[config.mk]
export PLATFORM = sky130hd
export DESIGN_NAME = led_strip_animator
export DESIGN_NICKNAME = d
export VERILOG_FILES = /design/src/rtl/led_strip_animator.sv
export SDC_FILE = /design/constraint.sdc
export NUM_CORES = 1
export LEC_CHECK = 0
export BUFFER_PORTS_ARGS = -buffer_cell sky130_fd_sc_hd__buf_2
export CORE_ASPECT_RATIO = 1.75
export CORE_MARGIN = 2
export CORE_UTILIZATION = 40
export CTS_BUF_LIST = sky130_fd_sc_hd__clkbuf_2 sky130_fd_sc_hd__clkbuf_4 sky130_fd_sc_hd__clkbuf_8
export DETAILED_ROUTE_END_ITERATION = 10
export RECOVER_POWER = 25
export SLEW_MARGIN = 20
export SYNTH_ARGS = -nofsm -noshare
export SYNTH_HDL_FRONTEND = slang
export SYNTH_SLANG_ARGS = --single-unit
export TNS_END_PERCENT = 30
[constraint.sdc]
create_clock -name clk -period 3.7 [get_ports clk]
set_input_delay 0.185 -clock clk [delete_from_list [all_inputs] [get_ports clk]]
set_output_delay 0.185 -clock clk [all_outputs]
set_load 0.01 [all_outputs]
[src/rtl/led_strip_animator.sv]
// led_strip_animator
//   Streams a NUM_LEDS-word frame buffer to a WS2812-style single-wire LED
//   strip, generating the per-bit high/low timing itself. After each frame it
//   holds the line low for FRAME_GAP_CYC cycles (strip latch), then rotates the
//   buffer forward, backward or holds it according to mode.
//
// Ports:
//   clk          system clock
//   rst          synchronous, active-high reset
//   enable       run frames back to back while high
//   mode[1:0]    00 static, 01 rotate forward, 10 rotate reverse, 11 blank
//   load_req     one-cycle pulse: capture frame_data (deferred while busy)
//   frame_data   new pattern, LED0 in the top BPL bits
//   dout         registered strip data line
//   busy         high whenever a frame (LOAD/SEND/GAP) is in progress
//   frame_done   one-cycle pulse on the last gap cycle
//   frame_count  completed frames, wraps at 16 bits
module led_strip_animator #(
  parameter int NUM_LEDS      = 6,
  parameter int BPL           = 24,
  parameter int T0H_CYC       = 19,
  parameter int T1H_CYC       = 38,
  parameter int TBIT_CYC      = 60,
  parameter int FRAME_GAP_CYC = 720000
) (
  input  logic                    clk,
  input  logic                    rst,
  input  logic                    enable,
  input  logic [1:0]              mode,
  input  logic                    load_req,
  input  logic [NUM_LEDS*BPL-1:0] frame_data,
  output logic                    dout,
  output logic                    busy,
  output logic                    frame_done,
  output logic [15:0]             frame_count
);

  localparam int W     = NUM_LEDS * BPL;
  localparam int CYC_W = (TBIT_CYC > 1) ? $clog2(TBIT_CYC) : 1;
  localparam int BIT_W = (W > 1) ? $clog2(W) : 1;
  localparam int GAP_W = (FRAME_GAP_CYC > 1) ? $clog2(FRAME_GAP_CYC) : 1;

  localparam logic [CYC_W-1:0] CYC_LAST = CYC_W'(TBIT_CYC - 1);
  localparam logic [BIT_W-1:0] BIT_LAST = BIT_W'(W - 1);
  localparam logic [GAP_W-1:0] GAP_LAST = GAP_W'(FRAME_GAP_CYC - 1);
  localparam logic [CYC_W:0]   T0H_EXT  = (CYC_W+1)'(T0H_CYC);
  localparam logic [CYC_W:0]   T1H_EXT  = (CYC_W+1)'(T1H_CYC);

  typedef enum logic [1:0] {IDLE, LOAD, SEND, GAP} state_t;

  state_t             state_reg, state_next;
  logic [W-1:0]       frame_buf_reg, frame_buf_next;
  logic               pend_reg, pend_next;
  logic [W-1:0]       pend_data_reg, pend_data_next;
  logic [W-1:0]       shift_reg, shift_next;
  logic               blank_reg, blank_next;
  logic [CYC_W-1:0]   cyc_reg, cyc_next;
  logic [BIT_W-1:0]   bit_reg, bit_next;
  logic [GAP_W-1:0]   gap_reg, gap_next;
  logic               dout_reg, dout_next;
  logic [15:0]        count_reg, count_next;

  logic [W-1:0]       load_src;
  logic [CYC_W:0]     cyc_inc;
  logic               cur_bit_one;

  // The frame to transmit: a deferred load takes priority over the buffer.
  assign load_src    = pend_reg ? pend_data_reg : frame_buf_reg;
  assign cyc_inc     = {1'b0, cyc_reg} + (CYC_W+1)'(1);
  assign cur_bit_one = shift_reg[W-1] & ~blank_reg;

  always_comb begin
    state_next     = state_reg;
    frame_buf_next = frame_buf_reg;
    pend_next      = pend_reg;
    pend_data_next = pend_data_reg;
    shift_next     = shift_reg;
    blank_next     = blank_reg;
    cyc_next       = cyc_reg;
    bit_next       = bit_reg;
    gap_next       = gap_reg;
    count_next     = count_reg;
    dout_next      = 1'b0;

    case (state_reg)
      IDLE: begin
        if (load_req) begin
          frame_buf_next = frame_data;
          pend_next      = 1'b0;
        end
        if (enable) state_next = LOAD;
      end

      LOAD: begin
        frame_buf_next = load_src;
        pend_next      = 1'b0;
        shift_next     = load_src;
        blank_next     = (mode == 2'b11);
        cyc_next       = '0;
        bit_next       = '0;
        // dout is registered, so cycle 0 of bit 0 (always high) is set up here.
        dout_next      = 1'b1;
        state_next     = SEND;
      end

      SEND: begin
        if (cyc_reg == CYC_LAST) begin
          cyc_next = '0;
          if (bit_reg == BIT_LAST) begin
            gap_next   = '0;
            state_next = GAP;
          end else begin
            bit_next   = bit_reg + BIT_W'(1);
            shift_next = {shift_reg[W-2:0], 1'b0};
            blank_next = (mode == 2'b11);
            dout_next  = 1'b1;
          end
        end else begin
          cyc_next  = cyc_reg + CYC_W'(1);
          // Look one cycle ahead so the registered line shows the right level.
          dout_next = (cyc_inc < (cur_bit_one ? T1H_EXT : T0H_EXT));
        end
      end

      GAP: begin
        if (gap_reg == GAP_LAST) begin
          count_next = count_reg + 16'd1;
          // A deferred load replaces the buffer at the next LOAD, unrotated.
          if (!pend_reg) begin
            case (mode)
              2'b01:   frame_buf_next = {frame_buf_reg[W-BPL-1:0], frame_buf_reg[W-1 -: BPL]};
              2'b10:   frame_buf_next = {frame_buf_reg[BPL-1:0], frame_buf_reg[W-1:BPL]};
              default: frame_buf_next = frame_buf_reg;
            endcase
          end
          state_next = enable ? LOAD : IDLE;
        end else begin
          gap_next = gap_reg + GAP_W'(1);
        end
      end

      default: state_next = IDLE;
    endcase

    // Requests while a frame runs are parked; the newest one wins.
    if (load_req && (state_reg != IDLE)) begin
      pend_next      = 1'b1;
      pend_data_next = frame_data;
    end
  end

  always_ff @(posedge clk) begin
    if (rst) begin
      state_reg     <= IDLE;
      frame_buf_reg <= '0;
      pend_reg      <= 1'b0;
      pend_data_reg <= '0;
      shift_reg     <= '0;
      blank_reg     <= 1'b0;
      cyc_reg       <= '0;
      bit_reg       <= '0;
      gap_reg       <= '0;
      dout_reg      <= 1'b0;
      count_reg     <= '0;
    end else begin
      state_reg     <= state_next;
      frame_buf_reg <= frame_buf_next;
      pend_reg      <= pend_next;
      pend_data_reg <= pend_data_next;
      shift_reg     <= shift_next;
      blank_reg     <= blank_next;
      cyc_reg       <= cyc_next;
      bit_reg       <= bit_next;
      gap_reg       <= gap_next;
      dout_reg      <= dout_next;
      count_reg     <= count_next;
    end
  end

  assign dout        = dout_reg;
  assign busy        = (state_reg != IDLE);
  assign frame_done  = (state_reg == GAP) && (gap_reg == GAP_LAST);
  assign frame_count = count_reg;

endmodule

[After elaboration in Yosys (flattened, before gate mapping)]
Cells that the tools add are included.
W data, S select, Z words.
Storage, ports and cells
  bits in registers: 487
  input port bits: 150
  output and inout bits: 19
Cells by class
  add/sub/neg operators: 5
  $lt $le $gt $ge: 1
  equal/unequal tests: 19
  mux-type cells: 34
  bitwise operators: 2
  reductions and logical operators: 14
Operator list (count)
  $mux W144: 6
  $pmux W144 S2: 2
  $pmux W144 S3: 1
  $mux W20: 3
  $pmux W20 S2: 1
  $add A20 B1 Y20 const B: 1
  $eq A20 B20 Y1 const B: 1
  $add A16 B1 Y16 const B: 1
  $mux W8: 2
  $ne A2 B2 Y1 const B: 8
  $pmux W8 S2: 1
  $mux W6: 2
  $pmux W6 S2: 1
  $add A8 B1 Y8 const B: 1
  $eq A2 B2 Y1 const B: 4
  $eq A8 B8 Y1 const B: 1
  $mux W2: 4
  $pmux W2 S4: 1
  $reduce_and A4 Y1: 2
  $add A6 B1 Y7 const B: 1
  $lt A7 B6 Y1: 1
  $mux W1: 7
  $add A6 B1 Y6 const B: 1
  $eq A6 B6 Y1 const B: 1
  other kinds (13): 21

[Longest topological paths before layout]
  depth after elaboration: 6
  depth in mapped cells: 11

[Least setup slack after synthesis]
Ideal clock, no wire load.
  path kind: register to register
  start: reg gap_reg[0]
  end: reg count_reg[0] (netlist: frame_count[0])
  setup time: 128 ps
  data arrival time: 2196 ps
  required time: 3572 ps
  slack: 1377 ps
  stages on the path, launching flop included: 11
  buffers on the path: 4
  path through: dfxtp_1 -> ha_1 -> and4_1 -> clkbuf_1 -> and4_1 -> and3_1 -> clkbuf_1 -> clkbuf_1 -> buf_2 -> xnor2_1 -> nor2_1
On the way
  cells in the longest elaborated chain, start to end: 2
Ends and longest elaborated chain
  from (decl): line 59  | logic [GAP_W-1:0] gap_reg, gap_next;
  from (signal assigned): line 174  | gap_reg <= gap_next;
  $eq A20 B20 Y1: line 126  | if (gap_reg == GAP_LAST) begin
  $reduce_and A2 Y1 (no source line)
  to (signal assigned): line 176  | count_reg <= count_next;
  to (decl): line 61  | logic [15:0] count_reg, count_next;
Every way passes these cells.
A chain may end at the register's enable or synchronous reset.

[Final worst setup path]
  start: reg state_reg[0]
  end: reg shift_reg[125]
On the way
  cells in the longest elaborated chain, start to end: 3
Ends and longest elaborated chain
  from (decl): line 51  | state_t state_reg, state_next;
  from (signal assigned): line 166  | state_reg <= state_next;
  $eq A2 B2 Y1 or $eq A2 B1 Y1 (tied branches): line 85  | case (state_reg)
  $ne A2 B2 Y1 (no source line) or $reduce_bool A2 Y1 (tied branches)
  $reduce_and A3 Y1 (no source line)
  to (signal assigned): line 170  | shift_reg <= shift_next;
  to (decl): line 55  | logic [W-1:0] shift_reg, shift_next;
Parallel ways exist; a longest one is shown, timed or not.

==> flow_metrics.env <==
export IMPL_worstMarginPinSlew_ns=1.288
export IMPL_critPathRequiredTime_ns=4.26
export IMPL_slew_limit_headroom_pct=11.65
export IMPL_syn_avg_cell_area_sq_um=7.698
export IMPL_max_freq_ghz=0.3206
export IMPL_setup_violations_final=0
export IMPL_synthesis_nets=3377
export IMPL_synth_area_sq_um=24760
export IMPL_synth_common_cells="821 x nand2_1, 566 x a21oi_1, 487 x dfxtp_1, 247 x a211oi_1, 238 x clkbuf_1"
export IMPL_grt_use_met3_pct=4.935
export IMPL_crit_type="reg2reg"
export IMPL_drc_errors=0
export IMPL_placed_area_sq_um=26000
export IMPL_dpl_hpwl_mm=66.00
export IMPL_path_clk_slew_ns=0.07
export IMPL_slew_viol_final=0
export IMPL_finalSetupTns_ns=0
export IMPL_worst_setup_path_end_kind="register"
export IMPL_crit_path_max_fanout=103
export IMPL_ys_top_cells_by_area="dfxtp_1 39%, nand2_1 12%, a21oi_1 11%"
export IMPL_synthToLayoutAreaGrowth_pct=18.81
export IMPL_postSynthCellCount=3216
export IMPL_cap_violations=0
export IMPL_ys_seq_area_share_pct=39.38
export IMPL_design_area_sq_um=29410
export IMPL_cellLeakagePower_uw=0.01067
export IMPL_synth_async_reset_ratio_pct=0
export IMPL_hp_class="in2reg"
export IMPL_num_vias=25340
export IMPL_portBuffers=168
export IMPL_rows=120
export IMPL_drtAntennaViolNets=0
export IMPL_dieHeight_um=333.1
export IMPL_grt_usage_pct=30.94
export IMPL_initial_core_util_pct=40.41
export IMPL_hold_viol=0
export IMPL_dp_cells=3911
export IMPL_routed_wl_mm=101.7
export IMPL_synthMostInstantiatedCell="nand2_1"
export IMPL_grt_max_degree=197
export IMPL_die_area_sq_um=63980
export IMPL_grt_pass1_wl_mm=149.8
export IMPL_layout_drive_gt1_share_pct=11.22
export IMPL_gp_congestion=0.9290
export IMPL_post_route_min_period_ns=3.119
export IMPL_outcome="finished, final reports clean"
export IMPL_period_share_pct=84.30
export IMPL_grt_pass1_vias=24470
export IMPL_nets=3533
export IMPL_synth_largest_area_cell="dfxtp_1"
export IMPL_first_pass_iters=6
export IMPL_insertion_delay_ns=0.71
export IMPL_cts_made_buffers=78
export IMPL_clockBufferDepth=3
export IMPL_multiInputGateArea_sq_um=13770
export IMPL_io_pins=169
export IMPL_cts_root_buf="clkbuf_8"
export IMPL_met1_usage_pct=34.95
export IMPL_finalPower_uw=23080
export IMPL_yosys_cell_types_count=48
export IMPL_htreeDepth=3
export IMPL_p_per_area_nw_per_um2=784.8
export IMPL_grt_overflow_total=0
export IMPL_wl_per_cell_um=24.09
export IMPL_cts_tree="yes"
export IMPL_grtUsageMet2_pct=49.97
export IMPL_antenna_found_initial=3
export IMPL_num_fill_cells=6154
export IMPL_postCtsSetupBuffers=0
export IMPL_drt_iter0_drc=2802
export IMPL_yosysWarnings=0
export IMPL_rsz0062_at_grt="no"
export IMPL_crit_arrival_ns=3.68
export IMPL_grt_busiest_layer="met2"
export IMPL_clock_skew_ns=0.04659
export IMPL_hold_worst_slack_ns=0.2488
export IMPL_register_area_sq_um=9753
export IMPL_core_sq_um=61260
export IMPL_synth_top_area_share_pct=39.38
export IMPL_ys_ff_latch=487
export IMPL_stdcell_count=4224
export IMPL_cts_resized=0
export IMPL_synthFlopType="dfxtp_1"
export IMPL_cp_start_kind="register"
export IMPL_ir_drop_mv=0.8685
export IMPL_cts_sinks=487
export IMPL_die_w_um=192.1
export IMPL_routed_via_density=5.999
export IMPL_synth_edff_count=0
## path summary, 6_finish.rpt
path / slack, ns / to / cells after the start / startpoint
setup / recovery: 0.58 / shift_reg[125] / 6 / state_reg[0]
hold / removal: 0.25 / frame_buf_reg[27] / 6 / mode[0]
setup reg to reg: 0.58 / shift_reg[125] / 6 / state_reg[0]
hold reg to reg: 0.45 / shift_reg[103] / 2 / shift_reg[103]
## kinds of logic after synthesis
| kind of cell | count (synthesis) | share of synthesized area (%) |
|---|---|---|
| XOR/XNOR | 5 | 0.1769 |
| adder cells (fa/ha/maj) | 11 | 0.5559 |
| buffers and inverters | 323 | 5.296 |
| multiplexers | 198 | 8.233 |
| AO/OA/AOI/OAI | 1052 | 26.37 |
| flip-flops | 487 | 39.38 |
| AND/OR/NAND/NOR | 1140 | 19.99 |
## cells in the final DEF (no fill, tap or decap), types with 3 or more instances in the layout
cell type,instances
dlygate4sd3_1,174
clkbuf_8,102
buf_2,149
a211oi_1,247
dfxtp_1,486
and2_1,46
buf_4,15
inv_1,17
xnor2_1,3
nor2b_1,102
mux2i_1,152
nor3_1,4
a221oi_1,43
clkbuf_4,26
nand3_1,21
clkbuf_1,20
or4_1,15
nor4b_1,5
o21a_1,45
a22oi_1,6
and4_1,7
nor2_1,65
a21oi_1,566
or3_1,9
mux2_2,44
nand2b_1,8
o31ai_1,13
ha_1,10
nand2_1,820
and3_1,4
nand4_1,12
clkinv_2,5
o21ai_0,15
nor4_1,10
o211ai_1,104
buf_12,21
## cell type report
class                      instances  area share [%]
clock inverter                    10          0.3743
clock buffer                     128           5.436
antenna                            1        0.008507
tap                              793           3.373
timing repair buffer             380           10.57
inverter                          19          0.2765
sequential                       487           33.16
multi-input combinational       2406           46.80
## per-layer routing
metal,vias up,routed length (um)
met5,-,60
met4,4,10040
met3,371,6859
met2,1284,47700
met1,12020,37080
li1,11660,-
## critical path, cell delays in order, from the launching register on
cell and delay [ns]:
dfxtp_1 0.36, inv_1 0.14, ha_1 0.52, mux2i_1 1.10, buf_12 0.46, nor2_1 0.13, o21a_1 0.19
## power breakdown
| part | total, uW | switching (uW) | internal [uW] |
|---|---|---|---|
| Clock | 5180 | 2320 | 2860 |
| Combinational | 9860 | 6340 | 3520 |
| Sequential | 8040 | 1490 | 6560 |
## timing repair
item                                    in CTS  in global routing
endpoints found under the setup margin       0                  0
endpoints found under the hold margin      311                  0
hold buffers                               174                  0
## metrics by stage
stage,setup slack (ns),util [%]
CTS,0.6615,48.08
detailed placement,0.7873,42.45
floorplan,1.377,-
global route,0.3640,48.02
finish,0.5810,48.02
global placement,0.8820,42.45
Note: power is estimated with default switching activity, not from simulation.
